===== src/rtl/delay_ctrl_pkg.sv =====
// Shared controller state encoding and default delay-line timing constants.
// Also used by the calibration logic so both agree on the sequencing phases.
package delay_ctrl_pkg;

    typedef enum logic [2:0] {
        IDLE,
        WAIT_QUIET,
        STEP,
        SETTLE,
        DONE
    } tap_state_t;

    localparam int DEF_N_TAPS     = 16;
    localparam int DEF_QUIET_CYC  = 8;
    localparam int DEF_SETTLE_CYC = 4;
    localparam int DEF_RESET_TAP  = 0;

    function automatic int max2(input int a, input int b);
        return (a > b) ? a : b;
    endfunction

endpackage


===== src/rtl/sync_edge_det.sv =====
// Two-flop synchronizer plus history flop; o_edge flags a change in the synced signal.
// Latency 2-3 clk from an input transition to o_edge; no backpressure.
module sync_edge_det (
    input  logic clk,
    input  logic rst_n,
    input  logic i_sig,
    output logic o_edge
);

    logic r_meta;
    logic r_sync;
    logic r_hist;

    always_ff @(posedge clk or negedge rst_n) begin
        if (!rst_n) begin
            r_meta <= 1'b0;
            r_sync <= 1'b0;
            r_hist <= 1'b0;
        end else begin
            r_meta <= i_sig;
            r_sync <= r_meta;
            r_hist <= r_sync;
        end
    end

    assign o_edge = r_sync ^ r_hist;

endmodule


===== src/rtl/delay_tap_ctrl.sv =====
// Glitch-free tap sequencer: single steps toward target, each after a quiet window and followed by a settle wait.
// Each step costs QUIET_CYC+1+SETTLE_CYC cycles; req_ready is low for the whole request, nothing is queued.
module delay_tap_ctrl
    import delay_ctrl_pkg::*;
#(
    parameter int N_TAPS     = DEF_N_TAPS,
    parameter int TAP_W      = $clog2(N_TAPS),
    parameter int QUIET_CYC  = DEF_QUIET_CYC,
    parameter int SETTLE_CYC = DEF_SETTLE_CYC,
    parameter int RESET_TAP  = DEF_RESET_TAP
) (
    input  logic             clk,
    input  logic             rst_n,
    input  logic             req_valid,
    output logic             req_ready,
    input  logic [TAP_W-1:0] req_tap,
    input  logic             sig_in,
    output logic [TAP_W-1:0] tap_sel,
    output logic             busy,
    output logic             done,
    output logic             err
);

    localparam int               CNT_W       = $clog2(max2(QUIET_CYC, SETTLE_CYC) + 1);
    localparam logic [TAP_W-1:0] TAP_MAX     = TAP_W'(N_TAPS - 1);
    localparam logic [TAP_W-1:0] TAP_RST     = TAP_W'(RESET_TAP);
    localparam logic [CNT_W-1:0] QUIET_LAST  = CNT_W'(QUIET_CYC - 1);
    localparam logic [CNT_W-1:0] SETTLE_LAST = CNT_W'(SETTLE_CYC - 1);

    tap_state_t       r_state, w_state_nxt;
    logic [CNT_W-1:0] r_cnt, w_cnt_nxt;
    logic [TAP_W-1:0] r_target, w_target_nxt;
    logic [TAP_W-1:0] r_tap, w_tap_nxt;
    logic             r_err, w_err_nxt;
    logic             w_edge;
    logic             w_req_oor;
    logic [TAP_W-1:0] w_req_clamped;

    sync_edge_det u_sync (
        .clk    (clk),
        .rst_n  (rst_n),
        .i_sig  (sig_in),
        .o_edge (w_edge)
    );

    // Compare in 32 bits so a power-of-two N_TAPS cannot wrap the limit to zero.
    assign w_req_oor     = 32'(req_tap) > 32'(N_TAPS - 1);
    assign w_req_clamped = w_req_oor ? TAP_MAX : req_tap;

    always_comb begin
        w_state_nxt  = r_state;
        w_cnt_nxt    = r_cnt;
        w_target_nxt = r_target;
        w_tap_nxt    = r_tap;
        w_err_nxt    = 1'b0;
        case (r_state)
            IDLE: begin
                if (req_valid) begin
                    w_target_nxt = w_req_clamped;
                    w_err_nxt    = w_req_oor;
                    w_cnt_nxt    = '0;
                    w_state_nxt  = (w_req_clamped == r_tap) ? DONE : WAIT_QUIET;
                end
            end
            WAIT_QUIET: begin
                if (w_edge) begin
                    w_cnt_nxt = '0;
                end else if (r_cnt == QUIET_LAST) begin
                    w_cnt_nxt   = '0;
                    w_state_nxt = STEP;
                end else begin
                    w_cnt_nxt = r_cnt + CNT_W'(1);
                end
            end
            STEP: begin
                w_tap_nxt   = (r_target > r_tap) ? r_tap + TAP_W'(1) : r_tap - TAP_W'(1);
                w_cnt_nxt   = '0;
                w_state_nxt = SETTLE;
            end
            SETTLE: begin
                // Edges are deliberately ignored here; the mux is still settling.
                if (r_cnt == SETTLE_LAST) begin
                    w_cnt_nxt   = '0;
                    w_state_nxt = (r_tap == r_target) ? DONE : WAIT_QUIET;
                end else begin
                    w_cnt_nxt = r_cnt + CNT_W'(1);
                end
            end
            DONE: begin
                w_state_nxt = IDLE;
            end
            default: begin
                w_state_nxt = IDLE;
            end
        endcase
    end

    always_ff @(posedge clk or negedge rst_n) begin
        if (!rst_n) begin
            r_state  <= IDLE;
            r_cnt    <= '0;
            r_target <= TAP_RST;
            r_tap    <= TAP_RST;
            r_err    <= 1'b0;
        end else begin
            r_state  <= w_state_nxt;
            r_cnt    <= w_cnt_nxt;
            r_target <= w_target_nxt;
            r_tap    <= w_tap_nxt;
            r_err    <= w_err_nxt;
        end
    end

    assign tap_sel   = r_tap;
    assign busy      = (r_state != IDLE);
    assign req_ready = (r_state == IDLE);
    assign done      = (r_state == DONE);
    assign err       = r_err;

endmodule


===== config.mk =====
export PLATFORM = sky130hd
export DESIGN_NAME = delay_tap_ctrl
export DESIGN_NICKNAME = d
export VERILOG_FILES = /design/src/rtl/delay_ctrl_pkg.sv /design/src/rtl/sync_edge_det.sv /design/src/rtl/delay_tap_ctrl.sv
export SDC_FILE = /design/constraint.sdc
export NUM_CORES = 1
export LEC_CHECK = 0
export CAP_MARGIN = 20
export CORE_UTILIZATION = 54
export DETAILED_ROUTE_END_ITERATION = 8
export GPL_TIMING_DRIVEN = 0
export PLACE_DENSITY = 0.84
export SYNTH_ARGS = -nofsm -noshare
export SYNTH_HDL_FRONTEND = slang
export SYNTH_SLANG_ARGS = --single-unit
export TNS_END_PERCENT = 30

===== constraint.sdc =====
create_clock -name clk -period 4.7 [get_ports clk]
set_input_delay 1.175 -clock clk [delete_from_list [all_inputs] [get_ports clk]]
set_output_delay 1.175 -clock clk [all_outputs]
set_load 0.05 [all_outputs]

==> flow_summary.toml <==
[sta]
period_share_pct = 65.3
finalSetupViolCount = 0
holdWs_ns = 0.356
fmax_mhz = 326
drv_slew = 0
worst_slew_pin_slew_ns = 0.784
skew_ns = 0.0107
fin_crit_ns = 3.07
setup_tns_ns = 0
rsz0062_at_grt = "no"
hold_viol_final = 0
relSlewSlack_pct = 47.6
timing.final.ws_setup_ns = 1.63

[synth]
synthTopCellsByArea = "dfrtp_1 41%, ha_1 8.0%, xor2_1 5.6%"
yosysTopAreaCell = "dfrtp_1"
ys_ff_latch = 18
yosysSeqAreaShare_pct = 41.0
synth_area_sq_mm = 0.00110
synth-xor-area-share_pct = 7.18
synth_mux_area_share_pct = 4.10
avgSynthCellArea_sq_um = 10.2
synth-simple-area-share_pct = 16.9
synth_flop_cell = "dfrtp_1"
ys_top_cells_by_count = "18 x dfrtp_1, 8 x a21oi_1, 8 x nand2_1"
yosysWarnings = 0
syn_inst = 108
synth_adder_area_share_pct = 9.81
synth_edf_count = 0
syn_nets = 124
async_flop_share_pct = 100
synth_top_family_by_area = "simple AND/OR/NAND/NOR gates"
synth.top_cell.area_share_pct = 41.0
synthDistinctLibCells = 40
synth.most_common_cell = "dfrtp_1"
synth_compound_area_share_pct = 16.2

[flow_run]
drv_cap = 0

[worst_setup_path]
crit_path_cell_trace = "nor2_4, nand2_4, inv_2, clkdlybuf4s50_1"
cp_max_fo = 7
rrSetupSlack_ns = 2.12
slowest_delay_ns = 0.79
end_kind = "primary output"
path_class = "reg -> out"
arrival_ns = 1.89
required_ns = 3.52
startpoint_type = "flip-flop"
slowest_stage = "clkdlybuf4s50_1"
worst-r2r-cell-count = 11

[floorplan]
initial_core_util_pct = 60.3
num_rows = 15
die_y_um = 47.1
dieWidth_um = 47.1
placeableCoreArea_sq_mm = 0.00182
dieArea_sq_mm = 0.00222
io_pins = 16

[clocking]
clock_path_buffers = 2
worstSkewPairLatency_ns = 0.29
cts_resized = 0
tritoncts = "done"
cts-root-buf = "clkbuf_4"
cts_setup_buffers = 0
numCtsBuffers = 3
hold_buffers = 0
cts-htree-levels = 1
cts_sinks = 18
clk_pin_slew_worst_paths_ns = 0.10

[finish]
fillers = 141
syn_to_final_growth_pct = 18.9
antennaDiodeCount = 0
layout.nets = 143
drive_gt1_share_pct = 15.1

[detailed_routing]
drtPass1Iterations = 4
dr.max_layer_used = "met4"
wl_per_cell_um = 13.3
vias = 843
drc = 0
ant_nets = 0
met1Wirelength_um = 967
met2_length_um = 967
wl_met3_um = 64
vias_per_cell = 5.58
drtIter0Drc = 20
wl_um = 2010

[worst_hold_path]
hp-class = "reg -> reg"
hold_depth = 0

[placed_design]
io_buffers = 14
pre_cts_slack_ns = 1.96
place_congestion = 0.817
dp_hpwl_um = 1570

[global_routing]
grt_pass1_wl_um = 3350
grt.overflow.total = 0
grt_max_degree = 19
grt_pass1_vias = 772
grt_use_total_pct = 21.7
grt_antenna_before_repair = 0

[pwr]
powerDensity_mw_per_mm2 = 570
ir_worst_vdd_mv = 0.285
p_leak_uw = 0.000593
power_uw = 744

[outcome]
status = "complete, no violations"
final cells by class:
type / instances / area, sq um / share of cell area, %
Timing Repair Buffer: 14 / 140 / 10.7
Sequential cell: 18 / 450 / 34.5
Buffer: 2 / 18.8 / 1.44
Tap cell: 25 / 31.3 / 2.40
Multi-Input combinational cell: 80 / 598 / 45.8
Clock buffer: 4 / 36.3 / 2.78
Inverter: 8 / 30.0 / 2.30
registers in the layout (all words and copies together) (netlist names):
signal         count
r_state            3
r_cnt              4
u_sync.r_sync      1
u_sync.r_hist      1
u_sync.r_meta      1
r_target           4
tap_sel            4
cell families (layout without fill, tap and decap cells):
family	count (synthesis)	in the layout
other	1	1
multiplexers	3	3
buffers and inverters	10	28
flip-flops	18	18
AND/OR/NAND/NOR	31	31
XOR/XNOR	9	9
AO/OA/AOI/OAI	28	28
adder cells (fa/ha/maj)	8	8
critical path: cells and delay by family (launching register included):
family / cells / cell delay (ns)
buffers and inverters: 2 / 0.85
AND/OR/NAND/NOR: 2 / 0.27
flip-flops: 1 / 0.49
final timing paths:
path,from,end
worst max-delay path,r_state[2]$_DFFE_PN0P_,req_ready
max in group asynchronous,rst_n,u_sync.r_hist$_DFF_PN0_
worst min-delay path,u_sync.r_meta$_DFF_PN0_,u_sync.r_sync$_DFF_PN0_
worst min register to register,u_sync.r_meta$_DFF_PN0_,u_sync.r_sync$_DFF_PN0_
worst max register to register,tap_sel[1]$_DFFE_PN0N_,tap_sel[3]$_DFFE_PN0N_
min in group asynchronous,rst_n,tap_sel[0]$_DFFE_PN0N_
layer usage:
layer  vias up  global-route usage (%)
li1        412                       -
met1       407                    30.6
met2        22                    35.3
met3         2                    2.31
met4         0                    6.86
met5         -                       0
layout by cell type, fill, tap and decap left out, types with 2 or more instances in the layout:
| master | netlist | final |
|---|---|---|
| ha_1 | 7 | 7 |
| o21ai_1 | 2 | 2 |
| nor3_1 | 2 | 2 |
| clkdlybuf4s50_1 | 0 | 14 |
| a21oi_1 | 8 | 8 |
| clkbuf_4 | 0 | 3 |
| nor2_1 | 3 | 3 |
| nand4_1 | 2 | 2 |
| dfrtp_1 | 18 | 18 |
| inv_2 | 2 | 2 |
| xnor2_1 | 2 | 2 |
| xor2_1 | 7 | 7 |
| mux2_4 | 3 | 3 |
| o21a_1 | 3 | 3 |
| nor2b_1 | 3 | 3 |
| o21ai_0 | 6 | 6 |
| nand2_1 | 8 | 8 |
| nand3_1 | 2 | 2 |
| inv_1 | 6 | 6 |
| o31ai_1 | 2 | 2 |
stage by stage:
step / area, sq um / utilization [%] / cells
after detailed placement: 1270 / 69.7 / 147
after global placement: 1270 / 69.7 / 147
after global routing: 1310 / 71.7 / 151
final: 1310 / 71.7 / 151
after floorplan: 1100 / - / 108
after CTS: 1310 / 71.7 / 151
report_power, final:
part	switching [uW]	internal, uW	total [uW]
Clock	49.8	47.1	96.9
Sequential	43.8	196	240
Combinational	228	180	408
Total	322	422	744
No activity file was read; power rests on OpenSTA's default activity.
==> variant 1, RTL diff (config.mk and constraints unchanged) <==
Set the package constant `DEF_QUIET_CYC` to 4 (it was 8).
--- a/src/rtl/delay_ctrl_pkg.sv
+++ b/src/rtl/delay_ctrl_pkg.sv
@@ -12,5 +12,5 @@
 
     localparam int DEF_N_TAPS     = 16;
-    localparam int DEF_QUIET_CYC  = 8;
+    localparam int DEF_QUIET_CYC  = 4;
     localparam int DEF_SETTLE_CYC = 4;
     localparam int DEF_RESET_TAP  = 0;
Function: changed (a bounded check fails within 10 cycles, from zero or initial values and one cycle with rst_n low).
==> variant 1 against the unedited design <==
Die area down 9.0%; wire length decreased by 9.1%; register-to-register slack worse by 0.05 ns; setup slack got worse by 0.16 ns; sequential cell count shrank 1; cell count is 9.3% lower; area after synthesis decreased by 9.4%; design area down 8.6%; largest cell class unchanged; critical path type unchanged; total power up 17%; critical endpoint unchanged.
==> variant 1: results (changes against the unedited design) <==
| Metric | Value |
|---|---|
| Status | complete, no violations |
| Gp weighted congestion | 0.7645 (-6.4%) |
| Nets@finish | 129 (-9.8%) |
| Highest clock frequency the design can meet | 0.3092 GHz (-5.1%) |
| Peak supply drop | 0.4892 mV (+72%) |
| Place WS | 1.796 ns (-0.1597 ns) |
| Buffer levels on the longest clock path | 2 (unchanged) |
| Netlist cell types | 32 (-20%) |
| Sum of net half-perimeters after detailed placement | 1.436 mm (-8.8%) |
| Crit path from | r_state[0] |
| CTS clk-pin slew, worst paths | 0.10 ns (about the same) |
| Worst reg-to-reg path cell count | 11 (unchanged) |
| Worst Tran Pin Value | 0.7433 ns (-0.04042 ns) |
| Number of fillers in the final layout | 142 (+0.71%) |
| Count of yosys warnings during synthesis | 0 (unchanged) |
| Sequential-to-total area share from yosys stat | 42.77% (+1.7 points) |
| Critical Path Max Stage Delay | 0.79 ns (about the same) |
| Maximum number of pins on one net before global-route repair | 18 (-1) |
| Commonest cells in the synthesized netlist | 17 x sky130_fd_sc_hd__dfrtp_1, 7 x sky130_fd_sc_hd__ha_1, 7 x sky130_fd_sc_hd__nand2_1, 7 x sky130_fd_sc_hd__o21ai_0, 6 x sky130_fd_sc_hd__nor2_1 |
| Non-Filler Instances | 137 (-9.3%) |
| # Post-CTS Setup Buffers | 0 (unchanged) |
| End of the critical path | req_ready |
| Layout cells sized above 1 | 16.96% (+1.9 points) |
| First-pass iteration count of the detailed router | 4 (unchanged) |
| Critical path peak fanout | 8 (+1) |
| Antenna Diode Count | 0 (unchanged) |
| Area of the multi-input gates | 509.2 sq um (-15%) |
| Final setup skew | 0.01123 ns (+0.0005293 ns) |
| FF-to-FF Start | tap_sel[1] |
| Aggregate global-route resource usage | 21.65% (-0.085 points) |
| Vias in the first global route | 672 (-13%) |
| Iter 0 DRT Violations | 10 (-50%) |
| Number of gates resized after CTS | 0 (unchanged) |
| PortBufs | 14 (unchanged) |
| Static leakage | 0.0005493 uW (-7.4%) |
| Cells taking the most area after synthesis | sky130_fd_sc_hd__dfrtp_1 43%, sky130_fd_sc_hd__ha_1 8.8%, sky130_fd_sc_hd__mux2_4 4.5%, sky130_fd_sc_hd__xnor2_1 4.4%, sky130_fd_sc_hd__o21ai_0 3.5% |
| Syn_nets | 110 (-11%) |
| Worst-case register-to-register setup slack | 2.07 ns (-0.05 ns) |
| Async set-or-reset flop fraction in the synthesized netlist | 100.0% (unchanged) |
| First-pass GRT wire length | 2.973 mm (-11%) |
| Worst R2R End | tap_sel[3] |
| Post-synthesis instance total | 94 (-13%) |
| Final number of max-transition violations | 0 (unchanged) |
| CP arrival | 2.06 ns (+0.17 ns) |
| Avg Vias per Cell | 5.387 (-3.5%) |
| Level count of the clock H-tree | 1 (unchanged) |
| Clock Tree Root | sky130_fd_sc_hd__clkbuf_4 |
| TritonCTS clock tree | done |
| Mean routed wirelength per cell | 13.35 microns (+0.24%) |
| Final antenna-violating net count | 0 (unchanged) |
| Clock latency on the worst-skew pair | 0.31 ns (+0.02 ns) |
-- variant 1: cell families (layout without fill, tap and decap cells) --
group                    count (synthesis)  count (layout)  share of synthesized area, %
multiplexers                             4               4                         5.660
flip-flops                              17              17                         42.77
adder cells (fa/ha/maj)                  8               8                         10.82
other                                    1               1                        0.3770
buffers and inverters                   10              28                         6.037
AO/OA/AOI/OAI                           16              16                         10.82
XOR/XNOR                                 8               8                         7.044
AND/OR/NAND/NOR                         30              30                         16.48
-- variant 1: cell type report --
cell class | instances | share of cell area [%]
Clock buffer | 4 | 2.204
Timing Repair Buffer | 14 | 11.75
Tap cell | 25 | 2.623
Buffer | 4 | 3.148
Inverter | 6 | 1.889
Multi-Input combinational cell | 67 | 42.71
Sequential cell | 17 | 35.68
-- variant 1: where the power goes --
group          internal [uW]  leakage, uW  switching (uW)  total [uW]
sequential               195     0.000209            41.9         237
combinational            255     0.000325             301         555
clock                   33.2    0.0000150            48.2        81.3
total                    483     0.000549             391         874
-- variant 1: how the worst min path moves through the flow --
stage | end | from | depth (start not counted) | slack, ns
2_1_floorplan | u_sync.r_sync | u_sync.r_meta | 0 | 0.33
3_3_place_gp | u_sync.r_sync | u_sync.r_meta | 0 | 0.33
3_5_place_dp | u_sync.r_sync | u_sync.r_meta | 0 | 0.34
4_1_cts | u_sync.r_sync | u_sync.r_meta | 0 | 0.36
5_1_grt | u_sync.r_sync | u_sync.r_meta | 0 | 0.37
6_report | u_sync.r_sync | u_sync.r_meta | 0 | 0.36
-- variant 1: critical path: cells and delay by family (launching register included) --
kind / cells / cell delay [ns]
flops: 1 / 0.39
buf+inv: 3 / 0.99
simple gates: 1 / 0.37
-- variant 1: routing by layer --
layer	GRT usage, %	share of wire [%]
met5	0	0
met4	12.73	2.5
met3	6.000	5.6
met2	31.88	47
met1	28.46	45
==> variant 2, RTL diff (config.mk and constraints unchanged) <==
Without the edit above. Register the output `err` once more, with the module's reset; this adds one clock of latency there. The other outputs are not delayed to match.
--- a/src/rtl/delay_tap_ctrl.sv
+++ b/src/rtl/delay_tap_ctrl.sv
@@ -116,5 +116,11 @@
     assign req_ready = (r_state == IDLE);
     assign done      = (r_state == DONE);
-    assign err       = r_err;
+    always_ff @(posedge clk or negedge rst_n) begin
+        if (!rst_n) begin
+            err <= '0;
+        end else begin
+            err <= r_err;
+        end
+    end
 
 endmodule
Behaviour: unchanged (Yosys induction, for registers that start in step).
==> variant 2 against the unedited design <==
Sequential cell count unchanged; total power rose by 25%; synthesized cell count is 0.93% higher; area after synthesis decreased by 1.5%; sequential power grew 8.7%; worst hold slack improved by 0.0016 ns; register-to-register slack got worse by 0.32 ns; design area shrank 1.2%; wire length up 3.8%; setup slack worse by 0.17 ns; global-route usage up 0.72 points; maximum frequency is 5.2% lower; critical endpoint unchanged.
==> variant 2: results (changes against the unedited design) <==
| Metric | Value |
|---|---|
| Async set-or-reset flop fraction in the synthesized netlist | 100.0% (unchanged) |
| Critical path peak fanout | 10 (+3) |
| Sum of net half-perimeters after detailed placement | 1.576 mm (+0.15%) |
| Hold Slack | 0.3580 ns (+0.001583 ns) |
| Peak supply drop | 0.5326 mV (+87%) |
| Worst min path class | flop to flop |
| Nets@finish | 144 (+0.70%) |
| Crit path from | r_state[1] |
| Max_slew headroom | 43.97% (-3.6 points) |
| Antenna Diode Count | 0 (unchanged) |
| Static leakage | 0.0005595 uW (-5.6%) |
| Maximum number of pins on one net before global-route repair | 19 (unchanged) |
| Worst reg-to-reg path cell count | 11 (unchanged) |
| Iter 0 DRT Violations | 12 (-40%) |
| Final setup skew | 0.005207 ns (-0.005494 ns) |
| Standard cell with the maximum stage delay on the critical path | sky130_fd_sc_hd__clkdlybuf4s50_1 |
| Syn_nets | 125 (+0.81%) |
| # Post-CTS Setup Buffers | 0 (unchanged) |
| Clock latency on the worst-skew pair | 0.30 ns |
| PortBufs | 14 (unchanged) |
| Sequential-to-total area share from yosys stat | 41.67% (+0.62 points) |
| Aggregate global-route resource usage | 22.46% (+0.72 points) |
| Area after DPL | 0.001252 sq mm (-1.3%) |
| Cell-internal power | 501.7 uW (+19%) |
| Cells taking the most area after synthesis | sky130_fd_sc_hd__dfrtp_1 42%, sky130_fd_sc_hd__ha_1 8.1%, sky130_fd_sc_hd__xnor2_1 4.9%, sky130_fd_sc_hd__o21ai_0 4.6%, sky130_fd_sc_hd__nand2_1 3.5% |
| Commonest cells in the synthesized netlist | 18 x sky130_fd_sc_hd__dfrtp_1, 10 x sky130_fd_sc_hd__nand2_1, 10 x sky130_fd_sc_hd__o21ai_0 |
| Netlist cell types | 36 (-10%) |
| Antenna violations before repair | 0 (unchanged) |
| Number of gates resized after CTS | 0 (unchanged) |
| Gp weighted congestion | 0.8218 (+0.56%) |
| Place WS | 1.797 ns (-0.1580 ns) |
| Vias in the first global route | 728 (-5.7%) |
| WHS Path Cells | 0 (unchanged) |
| EDFF count, synth | 0 (unchanged) |
| CP arrival | 2.06 ns (+0.17 ns) |
| Most instantiated flip-flop cell in the synthesis netlist | sky130_fd_sc_hd__dfrtp_1 |
| Number of fillers in the final layout | 149 (+5.7%) |
| Hold Crit Start | u_sync.r_meta |
| Hold Crit Endpoint | u_sync.r_sync |
| Worst path top cell family by delay | buffers and inverters |
| First-pass GRT wire length | 3.291 mm (-1.6%) |
| Worst R2R End | tap_sel[3] |
| FF-to-FF Start | tap_sel[1] |
| Status | complete, no violations |
| Mean routed wirelength per cell | 13.73 microns (+3.1%) |
| Layout cells sized above 1 | 11.81% (-3.3 points) |
| Avg Vias per Cell | 5.605 (+0.40%) |
| Level count of the clock H-tree | 1 (unchanged) |
## variant 2: changes by cell type in the layout (fill, tap and decap cells not counted), sizes merged, moves of 2 or more
cell and delta:
a21oi -5, a311oi +2, buf +2, nand2b +3
nand3 +2, nor2b -2, o21a -3, o21ai +2
xnor2 +4, xor2 -4
## variant 2: cell type report
| type | instances | area (sq um) | area share, % |
|---|---|---|---|
| clock buffer | 4 | 36.28 | 2.816 |
| multi-input combinational | 77 | 561.8 | 43.59 |
| tap | 25 | 31.28 | 2.427 |
| sequential | 18 | 450.4 | 34.95 |
| buffer | 5 | 35.03 | 2.718 |
| timing repair buffer | 14 | 140.1 | 10.87 |
| inverter | 9 | 33.78 | 2.621 |
## variant 2: cell families after synthesis
| family | count (synthesis) | synth area share [%] |
|---|---|---|
| muxes | 3 | 3.125 |
| adders and majority gates | 8 | 9.953 |
| xor gates and xnor gates | 9 | 7.292 |
| buffers and inverters | 14 | 6.364 |
| AOI/OAI and AO/OA | 23 | 15.05 |
| DFF | 18 | 41.67 |
| and+or+nand+nor | 33 | 16.20 |
| other | 1 | 0.3469 |
## variant 2: per-layer routing
metal	share of wire (%)	wire [microns]	track usage (%)
met4	1.3	27	5.143
met3	4.1	86	7.308
met2	48	1004	35.83
met1	46	969	30.02
met5	0	0	0
## variant 2: worst max path at each step
stage,end,slack (ns),cells past startpoint
floorplan,tap_sel[3],1.75,11
global placement,req_ready,1.81,4
detailed placement,req_ready,1.80,4
CTS,req_ready,1.46,4
global route,req_ready,1.42,4
finish,req_ready,1.46,4
## variant 2: power groups by stage
stage | clock, uW | combinational [uW] | sequential, uW
2_1_floorplan | 0 | 385 | 306
3_3_place_gp | 0 | 530 | 260
3_5_place_dp | 0 | 564 | 264
4_1_cts | 97.5 | 567 | 261
5_1_grt | 104 | 634 | 270
6_report | 97.5 | 571 | 261
## variant 2: through the flow
stage | instances | util, % | total power [uW]
floorplan | 109 | - | 691.6
global placement | 148 | 69.51 | 790.4
finish | 152 | 71.53 | 929.5
CTS | 152 | 71.53 | 925.1
detailed placement | 148 | 69.51 | 828.1
global route | 152 | 71.53 | 1007
